### src/rtl/result_pkg.sv
// -----------------------------------------------------------------------------
// result_pkg
// Shared definitions for the result register file and its drain engine.
//   NUM_RESULT_REGS   : number of readable result registers
//   RESULT_WIDTH      : result word width
//   RESULT_SEL_WIDTH  : register select width
//   result_state_t    : drain FSM state encoding
// Optional feature macro: RESULT_READER_CHECKSUM_EN adds the ST_CSUM state.
// -----------------------------------------------------------------------------
package result_pkg;

  localparam int NUM_RESULT_REGS  = 10;
  localparam int RESULT_WIDTH     = 32;
  localparam int RESULT_SEL_WIDTH = 4;

  typedef enum logic [2:0] {
    ST_IDLE  = 3'd0,
    ST_FETCH = 3'd1,
    ST_SEND  = 3'd2,
    ST_CLEAR = 3'd3,
    ST_FIN   = 3'd4
`ifdef RESULT_READER_CHECKSUM_EN
    ,
    ST_CSUM  = 3'd5
`endif
  } result_state_t;

endpackage

### src/rtl/result_reader.sv
// -----------------------------------------------------------------------------
// result_reader
// Drain engine for the result register file. On start it walks the register
// file read select from 0 upward, registers each word and offers it on a
// valid/ready stream, then pulses clear_data and finally done.
//
// Ports:
//   clk          system clock, rising edge
//   n_rst        asynchronous active-low reset
//   start        begin drain (sampled only in IDLE)
//   num_results  number of words to send, clamped to NUM_REGS
//   out_sel      read select to the register file (holds outside FETCH)
//   reg_data     combinational register file read data for out_sel
//   tx_data      stream data
//   tx_valid     stream data valid
//   tx_ready     downstream accepts word
//   clear_data   one-cycle pulse telling the register file to zero itself
//   busy         high in every state except IDLE
//   done         one-cycle pulse at the end of a drain
//
// Optional feature macro: RESULT_READER_CHECKSUM_EN
//   When defined, a running XOR of all sent words is appended as one final
//   stream word (state ST_CSUM) before clear_data. Not sent when n == 0.
// -----------------------------------------------------------------------------
module result_reader
  import result_pkg::*;
#(
  parameter int NUM_REGS   = NUM_RESULT_REGS,
  parameter int DATA_WIDTH = RESULT_WIDTH,
  parameter int SEL_WIDTH  = RESULT_SEL_WIDTH
) (
  input  logic                  clk,
  input  logic                  n_rst,
  input  logic                  start,
  input  logic [SEL_WIDTH:0]    num_results,
  output logic [SEL_WIDTH-1:0]  out_sel,
  input  logic [DATA_WIDTH-1:0] reg_data,
  output logic [DATA_WIDTH-1:0] tx_data,
  output logic                  tx_valid,
  input  logic                  tx_ready,
  output logic                  clear_data,
  output logic                  busy,
  output logic                  done
);

  localparam logic [SEL_WIDTH:0]   MAX_N   = NUM_REGS[SEL_WIDTH:0];
  localparam logic [SEL_WIDTH:0]   N_ONE   = {{SEL_WIDTH{1'b0}}, 1'b1};
  localparam logic [SEL_WIDTH-1:0] SEL_ONE = {{(SEL_WIDTH-1){1'b0}}, 1'b1};

  result_state_t        state_r;
  logic [SEL_WIDTH-1:0] index_r;
  logic [SEL_WIDTH:0]   n_r;
  logic [SEL_WIDTH:0]   n_next_s;
  logic                 last_s;
  logic [SEL_WIDTH-1:0] index_inc_s;
`ifdef RESULT_READER_CHECKSUM_EN
  logic [DATA_WIDTH-1:0] csum_r;
`endif

  // Requests beyond the register file size are limited to its size so the
  // index never walks past the last register.
  function automatic logic [SEL_WIDTH:0] clamp_n(input logic [SEL_WIDTH:0] req);
    if (req > MAX_N) begin
      clamp_n = MAX_N;
    end else begin
      clamp_n = req;
    end
  endfunction

  // Word-count clamp, last-word detect and next index.
  always_comb begin
    n_next_s    = clamp_n(num_results);
    index_inc_s = index_r + SEL_ONE;
    // n_r is non-zero whenever SEND is reached, so n_r - 1 cannot underflow there.
    if ({1'b0, index_r} == (n_r - N_ONE)) begin
      last_s = 1'b1;
    end else begin
      last_s = 1'b0;
    end
  end

  // Drain FSM with all outputs registered.
  always_ff @(posedge clk or negedge n_rst) begin
    if (!n_rst) begin
      state_r    <= ST_IDLE;
      index_r    <= {SEL_WIDTH{1'b0}};
      n_r        <= {(SEL_WIDTH+1){1'b0}};
      out_sel    <= {SEL_WIDTH{1'b0}};
      tx_data    <= {DATA_WIDTH{1'b0}};
      tx_valid   <= 1'b0;
      clear_data <= 1'b0;
      busy       <= 1'b0;
      done       <= 1'b0;
`ifdef RESULT_READER_CHECKSUM_EN
      csum_r     <= {DATA_WIDTH{1'b0}};
`endif
    end else begin
      // Pulse outputs default low; only a single transition raises them.
      clear_data <= 1'b0;
      done       <= 1'b0;
      case (state_r)
        ST_IDLE: begin
          if (start) begin
            n_r     <= n_next_s;
            index_r <= {SEL_WIDTH{1'b0}};
            busy    <= 1'b1;
`ifdef RESULT_READER_CHECKSUM_EN
            csum_r  <= {DATA_WIDTH{1'b0}};
`endif
            if (n_next_s == {(SEL_WIDTH+1){1'b0}}) begin
              state_r <= ST_FIN;
              done    <= 1'b1;
            end else begin
              state_r <= ST_FETCH;
              out_sel <= {SEL_WIDTH{1'b0}};
            end
          end
        end
        ST_FETCH: begin
          tx_data  <= reg_data;
          tx_valid <= 1'b1;
          state_r  <= ST_SEND;
`ifdef RESULT_READER_CHECKSUM_EN
          csum_r   <= csum_r ^ reg_data;
`endif
        end
        ST_SEND: begin
          if (tx_ready) begin
            if (last_s) begin
`ifdef RESULT_READER_CHECKSUM_EN
              // Accumulator already includes the last word, captured in FETCH.
              tx_data    <= csum_r;
              state_r    <= ST_CSUM;
`else
              tx_valid   <= 1'b0;
              clear_data <= 1'b1;
              state_r    <= ST_CLEAR;
`endif
            end else begin
              index_r  <= index_inc_s;
              out_sel  <= index_inc_s;
              tx_valid <= 1'b0;
              state_r  <= ST_FETCH;
            end
          end
        end
`ifdef RESULT_READER_CHECKSUM_EN
        ST_CSUM: begin
          if (tx_ready) begin
            tx_valid   <= 1'b0;
            clear_data <= 1'b1;
            state_r    <= ST_CLEAR;
          end
        end
`endif
        ST_CLEAR: begin
          done    <= 1'b1;
          state_r <= ST_FIN;
        end
        ST_FIN: begin
          busy    <= 1'b0;
          state_r <= ST_IDLE;
        end
        default: begin
          tx_valid <= 1'b0;
          busy     <= 1'b0;
          state_r  <= ST_IDLE;
        end
      endcase
    end
  end

endmodule

### config.mk
export PLATFORM = sky130hd
export DESIGN_NAME = result_reader
export DESIGN_NICKNAME = d
export VERILOG_FILES = /design/src/rtl/result_pkg.sv /design/src/rtl/result_reader.sv
export SDC_FILE = /design/constraint.sdc
export NUM_CORES = 1
export LEC_CHECK = 0
export CAP_MARGIN = 20
export CORE_ASPECT_RATIO = 0.75
export CORE_UTILIZATION = 47
export DETAILED_ROUTE_END_ITERATION = 8
export GPL_ROUTABILITY_DRIVEN = 0
export GPL_TIMING_DRIVEN = 0
export HOLD_SLACK_MARGIN = 0.1
export PLACE_DENSITY = 0.92
export SKIP_CTS_REPAIR_TIMING = 1
export SLEW_MARGIN = 20
export SYNTH_ARGS = -nofsm -noshare
export SYNTH_HDL_FRONTEND = slang
export SYNTH_SLANG_ARGS = --single-unit
### constraint.sdc
create_clock -name clk -period 4 [get_ports clk]
set_clock_uncertainty 0.2 [all_clocks]
set_input_delay 0.4 -clock clk [delete_from_list [all_inputs] [get_ports clk]]
set_output_delay 0.4 -clock clk [all_outputs]
set_load 0.01 [all_outputs]
==> run summary <==
The number of design rule violations left after detail routing is 0. The worst reg-to-reg path cell count is 7. The count of final max-slew check failures is 0.

The share of the cycle needed by the critical path after routing came out at 57.81%. The number of top-level pins came out at 81. The most common cell in the synthesized netlist is dfrtp_1. The setup total negative slack is 0 ps. The number of setup violations in the final report came out at 0. The worst-path maximum fanout is 8. In this run, the number of DRC markers left after iteration 0 of detailed routing was 62. The synthesized design spends more area on one cell type than any other, namely dfrtp_1.

The critical path goes through inv_1, ha_1, nand3b_1, a21oi_1, o311a_4, a311o_1, a22o_1. The startpoint type of the worst setup path is a register. The area of the mapped netlist is 2186 µm². The cell sitting at the root of the clock tree is a clkbuf_8. The critical path start-end classification is reg -> reg. The insertion delay to the later sink of the worst-skew pair is 300 ps.

TritonCTS built the clock tree. The largest net degree at the start of global routing came out at 53. The total cell area at the placement stage is 3055 µm². The H-tree generated during clock tree synthesis spans 2 levels. The average cell area after synthesis is 13.01 µm².

The count of nets after finishing came out at 299. The count of standard-cell rows is 21. The final-layout fill cell count came out at 342.

Global routing used 20.12% of the available tracks across all layers. The number of antenna violations at the first check in global routing came out at 0. The total inserted antenna cells came out at 0. Synthesis produced a netlist whose cell count is 168. The vias after detailed routing is 1640. The flow ran to the end, and the final reports show no timing, DRC or antenna violations. The relative area change from synthesis to final layout came out at 44.36%.

The number of storage elements in the synthesis netlist came out at 52. Along the worst hold path, the cell count comes to 1. The required time of the critical path is 4000 ps. For this configuration, the core starts out at a cell density of 48.94%.

The core area is 4467 µm². STA classifies the critical path endpoint as a register. The number of unique standard cell types used by synthesis is 30. Detailed placement finished with a half-perimeter wire length of 3.427 mm. Setup repair after global routing left no endpoint under its margin. The number of global-route vias before repair came out at 1602. By count the netlist is led by dfrtp_1 (52), mux2_2 (32), nor2_1 (11), nand2_1 (8). Counting every net in the synthesized netlist gives 211. The power density over the cells is 741.4 nW/µm². The first global-routing pass estimated 7.251 mm of wire. The average wire length per cell after detail routing came out at 15.10 µm.

The height of the chip is 61.06 µm. Before antenna repair, the detailed router went through 4 iterations. The number of warning messages in the yosys log came out at 0. The part of the Yosys area used for sequential elements is 59.53%.

Sorting the synthesized cells by area gives the leading types as dfrtp_1 (60%), mux2_2 (16%), a21o_1 (2.1%). The most used flip-flop cell after synthesis is dfrtp_1. The number of nets still failing antenna checks after routing came out at 0. The critical path's slowest cell is dfrtp_1.

The maximum achievable frequency came out at 432.4 MHz. The critical path arrival came out at 2310 ps. The share of async-settable or async-resettable flops after synthesis is 100.0%. IR analysis of the VDD net gives a maximum drop of 0.3735 mV. The floorplan die width came out at 80.75 µm. The buffer levels on the longest clock path is 2. The final non-filler cell area came out at 3156 µm².

The time the worst path needs with I/O delays and setup came out at 2313 ps. The die area is 4930 µm². In this run the worst hold path is classified as reg -> reg.

The number of flops mapped to enable cells by yosys is 0. The max capacitance violation total is 0. The transition at the pin with the smallest max-transition slack is 645.4 ps. The clock slew seen by the registers of the worst setup and hold paths came out at 90 ps.

The fraction of final layout cells with drive strength greater than 1 is 18.29%. The static power due to leakage is 1.392 nW. The number of buffers created by CTS came out at 5.

CTS saw 52 sinks. The number of hold violations in the final report is 0. The total of buffers placed on input and output ports is 80.

In this run the biggest area consumer among cell types represents 59.53% of the synthesized area. The via density per instance came out at 5.223. The aggregate routed wire length is 4.740 mm. The worst slew slack as a fraction of its limit is 56.98%. The stage delay of the slowest cell on the critical path is 420 ps. The total global routing overflow is 0.
-- cells in the final DEF (no fill, tap or decap), drive strengths merged, types with 2 or more instances in the layout --
master          n
a211o           2
a21o            6
a21oi           5
a22o            3
buf             5
clkbuf         10
clkdlybuf4s50  79
dfrtp          52
ha              2
inv             4
mux2           32
nand2           8
nand2b          4
nand3           4
nor2           11
nor3            6
o21ai           4
xnor2           3
xor2            4
-- final timing paths --
check | startpoint | end | slack, ps
max | n_r[0] | out_sel[2] | 1690
min | out_sel[0] | out_sel[0] | 290
max reg2reg | n_r[0] | out_sel[2] | 1690
min reg2reg | out_sel[0] | out_sel[0] | 290
max in group asynchronous | n_rst | tx_data[17] | 2690
min in group asynchronous | n_rst | out_sel[0] | 480
-- power breakdown --
part	internal (mW)	leakage [nW]	switching [mW]	total, mW
registers	0.757	0.635	0.142	0.899
logic	0.676	0.712	0.463	1.14
clock network	0.141	0.0455	0.161	0.302
-- per-layer routing --
layer | global-route usage [%] | up-vias | wire [µm]
met4 | 7.653 | 0 | 51
li1 | - | 766 | -
met1 | 25.44 | 813 | 2098
met2 | 32.93 | 56 | 2269
met3 | 6.519 | 5 | 320
met5 | 0 | - | 0
-- worst max-delay path, delay by kind of cell, from the launching register on --
family / cells / cell delay, ps
AO/OA/AOI/OAI: 4 / 1150
flip-flops: 1 / 420
adder cells (fa/ha/maj): 1 / 220
AND/OR/NAND/NOR: 1 / 140
buffers and inverters: 1 / 90
-- per-stage QoR --
step	cells	setup WS [ps]	hold slack [ps]	power, mW	util [%]
2_1_floorplan	168	1875	-95.59	1.499	-
3_3_place_gp	305	808.4	263.8	2.000	68.46
3_5_place_dp	305	1695	270.7	2.054	68.40
4_1_cts	313	1691	-57.38	2.363	70.42
5_1_grt	314	1550	320.2	2.500	70.64
6_report	314	1688	286.5	2.340	70.64
-- cell type report --
cell class,count,area (µm²),share of cell area (%)
plain buffers,6,27.53,0.8723
clock buffers,8,90.09,2.855
inverters,4,15.01,0.4758
multi-input cells,106,842.1,26.69
flip-flops and latches,52,1301,41.24
well taps,57,71.32,2.260
repair buffers,81,808.3,25.61
-- sequential cells by signal (all words and copies together), names as in the netlist --
signal	count
clear_data	1
index_r	4
busy	1
done	1
n_r	5
tx_valid	1
tx_data	32
state_r	3
out_sel	4
-- logic make-up (layout without fill, tap and decap cells) --
group	Yosys count	in the layout	share of synthesized area (%)
buf+inv	10	99	1.946
fa+ha+maj	2	2	1.145
mux	32	32	16.49
simple gates	41	41	9.789
xor+xnor	7	7	2.805
compound gates	24	24	8.300
flops	52	52	59.53
No activity file was read; power rests on OpenSTA's default activity.
